==> src/rtl/acc_pkg.sv <==
// acc_pkg: shared accumulator datapath width, operand type and sequencer state encoding
package acc_pkg;
  localparam int DATA_W = 32;
  typedef logic [DATA_W-1:0] data_t;
  typedef enum logic [1:0] {IDLE, ACCUM, DONE, CLEAR} acc_ctrl_state_e;
endpackage

==> src/rtl/acc_ctrl.sv <==
// acc_ctrl: burst sequencer that drives an accumulator and returns sum, beat count and overflow per burst
module acc_ctrl
  import acc_pkg::*;
#(
  parameter int MAX_LEN = 255,
  parameter int CNT_W   = $clog2(MAX_LEN + 1)
) (
  input  logic             clk,
  input  logic             rst_n,
  input  logic             clr,
  input  data_t            in_data,
  input  logic             in_valid,
  input  logic             in_last,
  output logic             in_ready,
  output data_t            out_sum,
  output logic [CNT_W-1:0] out_count,
  output logic             out_ovf,
  output logic             out_valid,
  input  logic             out_ready,
  output data_t            acc_a,
  output data_t            acc_b,
  output logic             acc_acc,
  output logic             acc_en_n,
  output logic             acc_rst_n,
  input  data_t            acc_y
);
  acc_ctrl_state_e  state;
  logic [CNT_W-1:0] count;
  logic [CNT_W-1:0] count_nx;
  logic [DATA_W:0]  sum_w;
  logic             ovf;
  logic             fire;
  assign in_ready  = !clr && (state == IDLE || state == ACCUM);
  assign fire      = in_valid && in_ready;
  assign count_nx  = count + CNT_W'(1);
  assign sum_w     = {1'b0, acc_y} + {1'b0, in_data};
  assign acc_a     = fire ? in_data : '0;
  assign acc_b     = '0;
  assign acc_acc   = fire && state == ACCUM;
  assign acc_en_n  = !fire;
  assign acc_rst_n = rst_n && state != CLEAR;
  assign out_valid = state == DONE;
  assign out_sum   = acc_y;
  assign out_count = count;
  assign out_ovf   = ovf;
  always_ff @(posedge clk or negedge rst_n) begin
    if (!rst_n) begin
      state <= IDLE;
      count <= '0;
      ovf   <= 1'b0;
    end else if (clr) begin
      state <= CLEAR;
      count <= '0;
      ovf   <= 1'b0;
    end else begin
      case (state)
        IDLE: if (fire) begin
          count <= CNT_W'(1);
          ovf   <= 1'b0;
          state <= (in_last || MAX_LEN == 1) ? DONE : ACCUM;
        end
        ACCUM: if (fire) begin
          count <= count_nx;
          ovf   <= ovf | sum_w[DATA_W];
          state <= (in_last || count_nx == CNT_W'(MAX_LEN)) ? DONE : ACCUM;
        end
        DONE: if (out_ready) state <= IDLE;
        default: state <= IDLE;
      endcase
    end
  end
endmodule
==> config.mk <==
export PLATFORM = sky130hd
export DESIGN_NAME = acc_ctrl
export DESIGN_NICKNAME = d
export VERILOG_FILES = /design/src/rtl/acc_pkg.sv /design/src/rtl/acc_ctrl.sv
export SDC_FILE = /design/constraint.sdc
export NUM_CORES = 1
export LEC_CHECK = 0
export ABC_AREA = 1
export BUFFER_PORTS_ARGS = -buffer_cell sky130_fd_sc_hd__buf_4
export CAP_MARGIN = 20
export CORE_ASPECT_RATIO = 0.75
export CORE_MARGIN = 10
export CORE_UTILIZATION = 35
export DETAILED_ROUTE_END_ITERATION = 16
export PLACE_DENSITY = 0.76
export RECOVER_POWER = 100
export SLEW_MARGIN = 40
export SYNTH_ARGS = -nofsm -noshare
export SYNTH_HDL_FRONTEND = slang
export SYNTH_SLANG_ARGS = --single-unit
==> constraint.sdc <==
create_clock -name clk -period 1.3 [get_ports clk]
set_input_delay 0.195 -clock clk [delete_from_list [all_inputs] [get_ports clk]]
set_output_delay 0.195 -clock clk [all_outputs]
set_load 0.1 [all_outputs]
==> out/summary.txt, run 1 <==
non-filler instance count after layout: 533
Max-Cap Viols: 0
RSZ-0062 raised after global routing: true
Crit Path Max Fanout: 13
Lkg Pwr: 2.02 nW
Post-Route WL: 8700 um
HPWL after DPL: 6900 um
CP max stage cell: dfrtp_1
Post-Syn Area: 2090 um^2
fmax: 612 MHz
Clk pin slew, worst setup/hold paths: 50 ps
overall routing resource usage: 17.5%
Num CTS Buffers: 3
VDD IR-drop max: 0.691 mV
Port Buffers: 147
worst setup skew after layout: 1.17 ps
most common cell after layout, fill and taps aside: buf_4
Largest stage delay, worst path: 410 ps
area grow syn2layout: 87.6%
vias in the first global route: 2663
Post-synth EDFFs: 0
DRT antenna net count: 0
critical path class: flip-flop to output pin
fin nets: 559
Seq/Total Area, Yosys: 13.2%
first-pass GRT wire length: 13400 um
worst setup margin: -333 ps
#FFs+latches synth: 11
clk buf depth: 2
clk sinks: 11
share of cells above drive strength 1: 52.3%
placed cells: 524
drt first-iter violations: 85
syn avg cell area: 6.58 um^2
Chip Width: 109 um
Worst Tran Pin Value: 647 ps
largest net degree at the start of global routing: 14
drt pass-1 iters: 4
Die Y: 87.0 um
startpoint types: flip-flop
row count: 24
antenna diode count: 0
count of cell types in the netlist: 29
most frequent cells in the layout: buf_4 (83), inv_1 (50), nand2_1 (47)
Finished Cell Area: 3930 um^2
Syn Inst Count: 318
DR vias: 2381
cell area after placement: 3360 um^2
Hold WC Path Type: input port to flip-flop
power per cell area: 750 nW/um^2
antenna violations before repair: 0
failing checks: setup timing
CP Data Arrival Time: 1440 ps
clk_lat worst skew: 250 ps
fin crit share: 126%
WL/cell: 16.3 um
Slew Limit Headroom: 56.9%
Setup crit end kind: output pin
Worst EP required: 1110 ps
most used flip-flop cell after synthesis: dfrtp_1
Boundary Pins: 180
root buffer cell: clkbuf_8
Vias/cell: 4.47
Cell Chain, Critical Path: nor2_4 > nand2_4 > buf_12 > nor2_4 > buf_12
Final Hold Viols: 0
yosys warns: 0
status: finished, violations left
Setup violations, final: 47
total die area: 9510 um^2
DRC Markers: 0
CTS tree: yes
core area: 5800 um^2
initial core utilization: 36.1%
minimum clock period: 1630 ps
Worst Hold Slack: 247 ps
fin. max-slew vios: 0
asr flop ratio synth: 100%
H-tree levels: 1
Final GP Congestion: 0.861
GRT Residual Overflow: 0
-- synthesized netlist by cell type (3+ instances only) --
| master | instances | area share (%) |
|---|---|---|
| ha_1 | 33 | 20 |
| nand3_1 | 10 | 2.4 |
| o21ai_0 | 9 | 2.2 |
| nor3_1 | 3 | 0.72 |
| a21oi_1 | 15 | 3.6 |
| nor2_2 | 3 | 0.90 |
| inv_1 | 53 | 9.5 |
| dfrtp_1 | 11 | 13 |
| o22ai_1 | 3 | 0.90 |
| buf_4 | 64 | 23 |
| nor2_1 | 42 | 7.5 |
| nand2_1 | 49 | 8.8 |
-- worst paths after layout --
path                       slack (ps)  cells past startpoint                     start                  endpoint
setup / recovery                 -330                      5      state[1]$_DFFE_PN0P_                 acc_a[12]
hold reg to reg                   510                      2       out_ovf$_DFFE_PN0P_       out_ovf$_DFFE_PN0P_
hold / removal                    250                      3                  in_valid      state[1]$_DFFE_PN0P_
max in group asynchronous         140                      3                     rst_n  out_count[0]$_DFFE_PN0P_
min in group asynchronous         690                      3                     rst_n  out_count[1]$_DFFE_PN0P_
setup reg to reg                 -240                     10  out_count[0]$_DFFE_PN0P_      state[1]$_DFFE_PN0P_
-- registers in the layout, summed over array words and instances, names as in the netlist --
signal     flops
state          2
out_count      8
out_ovf        1
-- worst max-delay path: cells and delay by family (launching register included) --
| family | cells | cell delay (ps) |
|---|---|---|
| flip-flops | 1 | 410 |
| AND/OR/NAND/NOR | 3 | 400 |
| buffers and inverters | 2 | 360 |
-- cell type report --
| type | count | area, um^2 |
|---|---|---|
| Fill cell | 470 | 1870 |
| Sequential cell | 11 | 289 |
| Timing Repair Buffer | 169 | 1690 |
| Multi-Input combinational cell | 217 | 1600 |
| Clock buffer | 4 | 45.0 |
| Inverter | 54 | 213 |
| Tap cell | 78 | 97.6 |
-- cell families after synthesis --
family | after synthesis | share of synthesized area [%]
buffers and inverters | 121 | 33.2
and+or+nand+nor | 116 | 23.7
adders and majority gates | 33 | 19.7
AOI/OAI and AO/OA | 34 | 9.21
other | 1 | 0.179
DFF | 11 | 13.1
xor gates and xnor gates | 2 | 0.837
-- where the power goes --
group          total (W)  internal (W)  switching (W)
registers       0.000385      0.000360      0.0000255
clock network   0.000368      0.000217       0.000151
logic            0.00219      0.000565        0.00163
total            0.00295       0.00114        0.00180
-- repair_timing --
item                                    CTS  global route
hold endpoints to repair                 11             0
endpoints found under the setup margin   44            48
resized for setup                       132             8
pin swaps                                 4             0
hold buffers                              1             0
setup buffers                             4             1
-- stage by stage --
step                TNS [ps]  setup slack [ps]  utilization, %  power [W]
global placement       -3180              -204            57.9    0.00238
global route          -14540              -389            67.8    0.00308
finish                -11610              -333            67.8    0.00295
CTS                   -10920              -310            68.7    0.00296
detailed placement     -3560              -184            57.9    0.00240
floorplan             -35320              -867               -    0.00206
-- layer usage --
layer	wire, um	track usage (%)	up-vias	part of all wire (%)
met5	0	0	-	0
met4	89	3.18	0	1.0
met3	1000	6.95	8	12
met2	4480	33.4	119	51
met1	3130	17.6	1075	36
li1	-	-	1179	-
No activity file was read; power rests on OpenSTA's default activity.
==> run 2: changes to the inputs <==
==> constraint.sdc (replaced) <==
create_clock -name clk -period 1.3 [get_ports clk]
set_input_delay 0.195 -clock clk [delete_from_list [all_inputs] [get_ports clk]]
set_output_delay 0.195 -clock clk [all_outputs]
set_load 0.05 [all_outputs]
==> run 2 against run 1 <==
The flow still finishes with violations (setup timing). Worst hold slack got worse by 5.0 ps. Non-clock buffer count rose by 10. Count of clock-buffer cells in the layout fell by 1. Largest power group unchanged. Sequential cell count did not move. Cell count rose by 1.9%. Sequential power fell by 1%. Critical path depth did not move.
==> out/summary.txt, run 2 (synthesized netlist as in run 1, its figures left out) <==
status: finished, violations left
failing checks: setup timing
root buffer cell: clkbuf_8
fill count: 532
fmax: 651 MHz
cell area after placement: 3370 um^2
Worst Tran Pin Value: 656 ps
Boundary Pins: 180
Chip Width: 109 um
GRT Residual Overflow: 0
DR vias: 2359
minimum clock period: 1540 ps
CP max stage cell: dfrtp_1
most frequent cells in the layout: buf_4 (96), inv_1 (50), nand2_1 (48)
Psw: 0.00116 W
Final Hold Viols: 0
placed cells: 532
HP Start: in_last
Crit Path Max Fanout: 9
largest net degree at the start of global routing: 12
power per cell area: 617 nW/um^2
initial core utilization: 36.1%
reg2reg end: state[0]$_DFFE_PN0P_
drt first-iter violations: 65
Seq. cell area: 279 um^2
max reg flops: 8
CTS tree: yes
Setup crit end kind: output pin
non-filler instance count after layout: 543
Int Power: 0.00106 W
clk_lat worst skew: 240 ps
Final Util: 62.2%
fin nets: 569
row count: 24
Sw Ratio: 52.1%
buffer and inverter count on the worst path: 2
DRC Markers: 0
Critical Path Stages: 5
antenna violations before repair: 0
drt pass-1 iters: 4
Lkg Pwr: 1.91 nW
most frequent CP cell: nor2_4
Die Y: 87.0 um
Hold Path Sink: state[0]$_DFFE_PN0P_
R2R depth: 7
Max-Cap Viols: 0
area of the multi-input gates: 1530 um^2
Final GP Congestion: 0.865
Setup violations, final: 47
first-pass GRT wire length: 12200 um
WL/cell: 15.2 um
Post-Route WL: 8250 um
CP Data Arrival Time: 1340 ps
area grow syn2layout: 72.1%
Cell Chain, Critical Path: nor2_4 > nand2_4 > buf_12 > nor2_4 > buf_8
share of cells above drive strength 1: 44.1%
clk sinks: 11
fin. max-slew vios: 0
startpoint types: flip-flop
Port Buffers: 147
core area: 5800 um^2
worst flop-to-flop path startpoint: state[1]$_DFFE_PN0P_
r2r setup slk: -210 ps
Hold WC Path Type: input port to flip-flop
vias in the first global route: 2459
Largest stage delay, worst path: 400 ps
Num CTS Buffers: 3
WHS Path Cells: 4
HPWL after DPL: 6900 um
critical path class: flip-flop to output pin
clock share of power: 15.6%
Worst EP required: 1110 ps
Logic pwr share: 67.3%
H-tree levels: 1
Slew Limit Headroom: 56.5%
worst setup margin: -237 ps
DRT antenna net count: 0
Worst Hold Slack: 242 ps
antenna diode count: 0
VDD IR-drop max: 0.487 mV
most common cell after layout, fill and taps aside: buf_4
total die area: 9510 um^2
worst setup skew after layout: 1.20 ps
Vias/cell: 4.34
fin crit share: 118%
RSZ-0062 raised after global routing: true
sequential share of power: 17.1%
Finished Cell Area: 3600 um^2
clk buf depth: 2
overall routing resource usage: 15.5%
family with the most delay on the worst path: flip-flops
Clk pin slew, worst setup/hold paths: 50 ps
[run 2: cell types whose count changed in the layout (fill, tap and decap cells not counted), moves of 4 or more]
cell / delta
buf_12: -38
buf_4: +13
buf_6: +22
buf_8: +14
clkbuf_1: +30
clkbuf_2: -26
clkbuf_4: -7
dfrtp_1: +4
[run 2: repair_timing]
item / 4_1_cts / 5_1_grt
setup buffers: 3 / 2
hold buffers: 1 / 0
pin swaps: 5 / 2
endpoints found under the setup margin: 46 / 47
endpoints found under the hold margin: 11 / 0
gates resized for setup: 49 / 18
gates cloned: 1 / 0
[run 2: through the flow]
stage          setup slack (ps)  setup TNS (ps)  total power (W)
3_5_place_dp               -170            -775          0.00180
2_1_floorplan              -347          -13080          0.00146
4_1_cts                    -245           -8870          0.00223
5_1_grt                    -303          -11670          0.00236
6_report                   -237           -8830          0.00222
3_3_place_gp               -150            -496          0.00178
[run 2: routing by layer]
metal	share of wire, %	up-vias	GRT usage, %
li1	-	1197	-
met1	40	1045	17.2
met2	51	113	30.1
met3	9.2	4	3.62
met4	0.17	0	1.18
met5	0	-	0
[run 2: power groups by stage]
| stage | clock network [W] | logic, W | registers, W |
|---|---|---|---|
| 2_1_floorplan | 0 | 0.00106 | 0.000403 |
| 3_3_place_gp | 0 | 0.00140 | 0.000382 |
| 3_5_place_dp | 0 | 0.00142 | 0.000382 |
| 4_1_cts | 0.000350 | 0.00150 | 0.000377 |
| 5_1_grt | 0.000373 | 0.00160 | 0.000382 |
| 6_report | 0.000346 | 0.00150 | 0.000380 |
[run 2: worst min-delay path, stage by stage]
cell and delay (ps):
buf_4 80, inv_1 40, nand3_2 60, a22oi_1 50
[run 2: worst max-delay path by stage]
stage                             start                    to  slack [ps]
3_3_place_gp                in_data[29]   out_ovf$_DFFE_PN0P_        -150
5_1_grt        out_count[0]$_DFFE_PN0P_  state[1]$_DFFE_PN0P_        -300
2_1_floorplan      state[1]$_DFFE_PN0P_             acc_a[10]        -350
6_report           state[1]$_DFFE_PN0P_             acc_a[12]        -240
4_1_cts            state[1]$_DFFE_PN0P_             acc_a[25]        -250
3_5_place_dp                  acc_y[31]   out_ovf$_DFFE_PN0P_        -170
[run 2: final cells by class]
| class | count | share of cell area (%) |
|---|---|---|
| clock buffers | 3 | 1.15 |
| clock inverters | 1 | 0.139 |
| inverters | 54 | 5.76 |
| multi-input cells | 217 | 42.5 |
| flip-flops and latches | 11 | 7.74 |
| well taps | 78 | 2.71 |
| repair buffers | 179 | 40.0 |
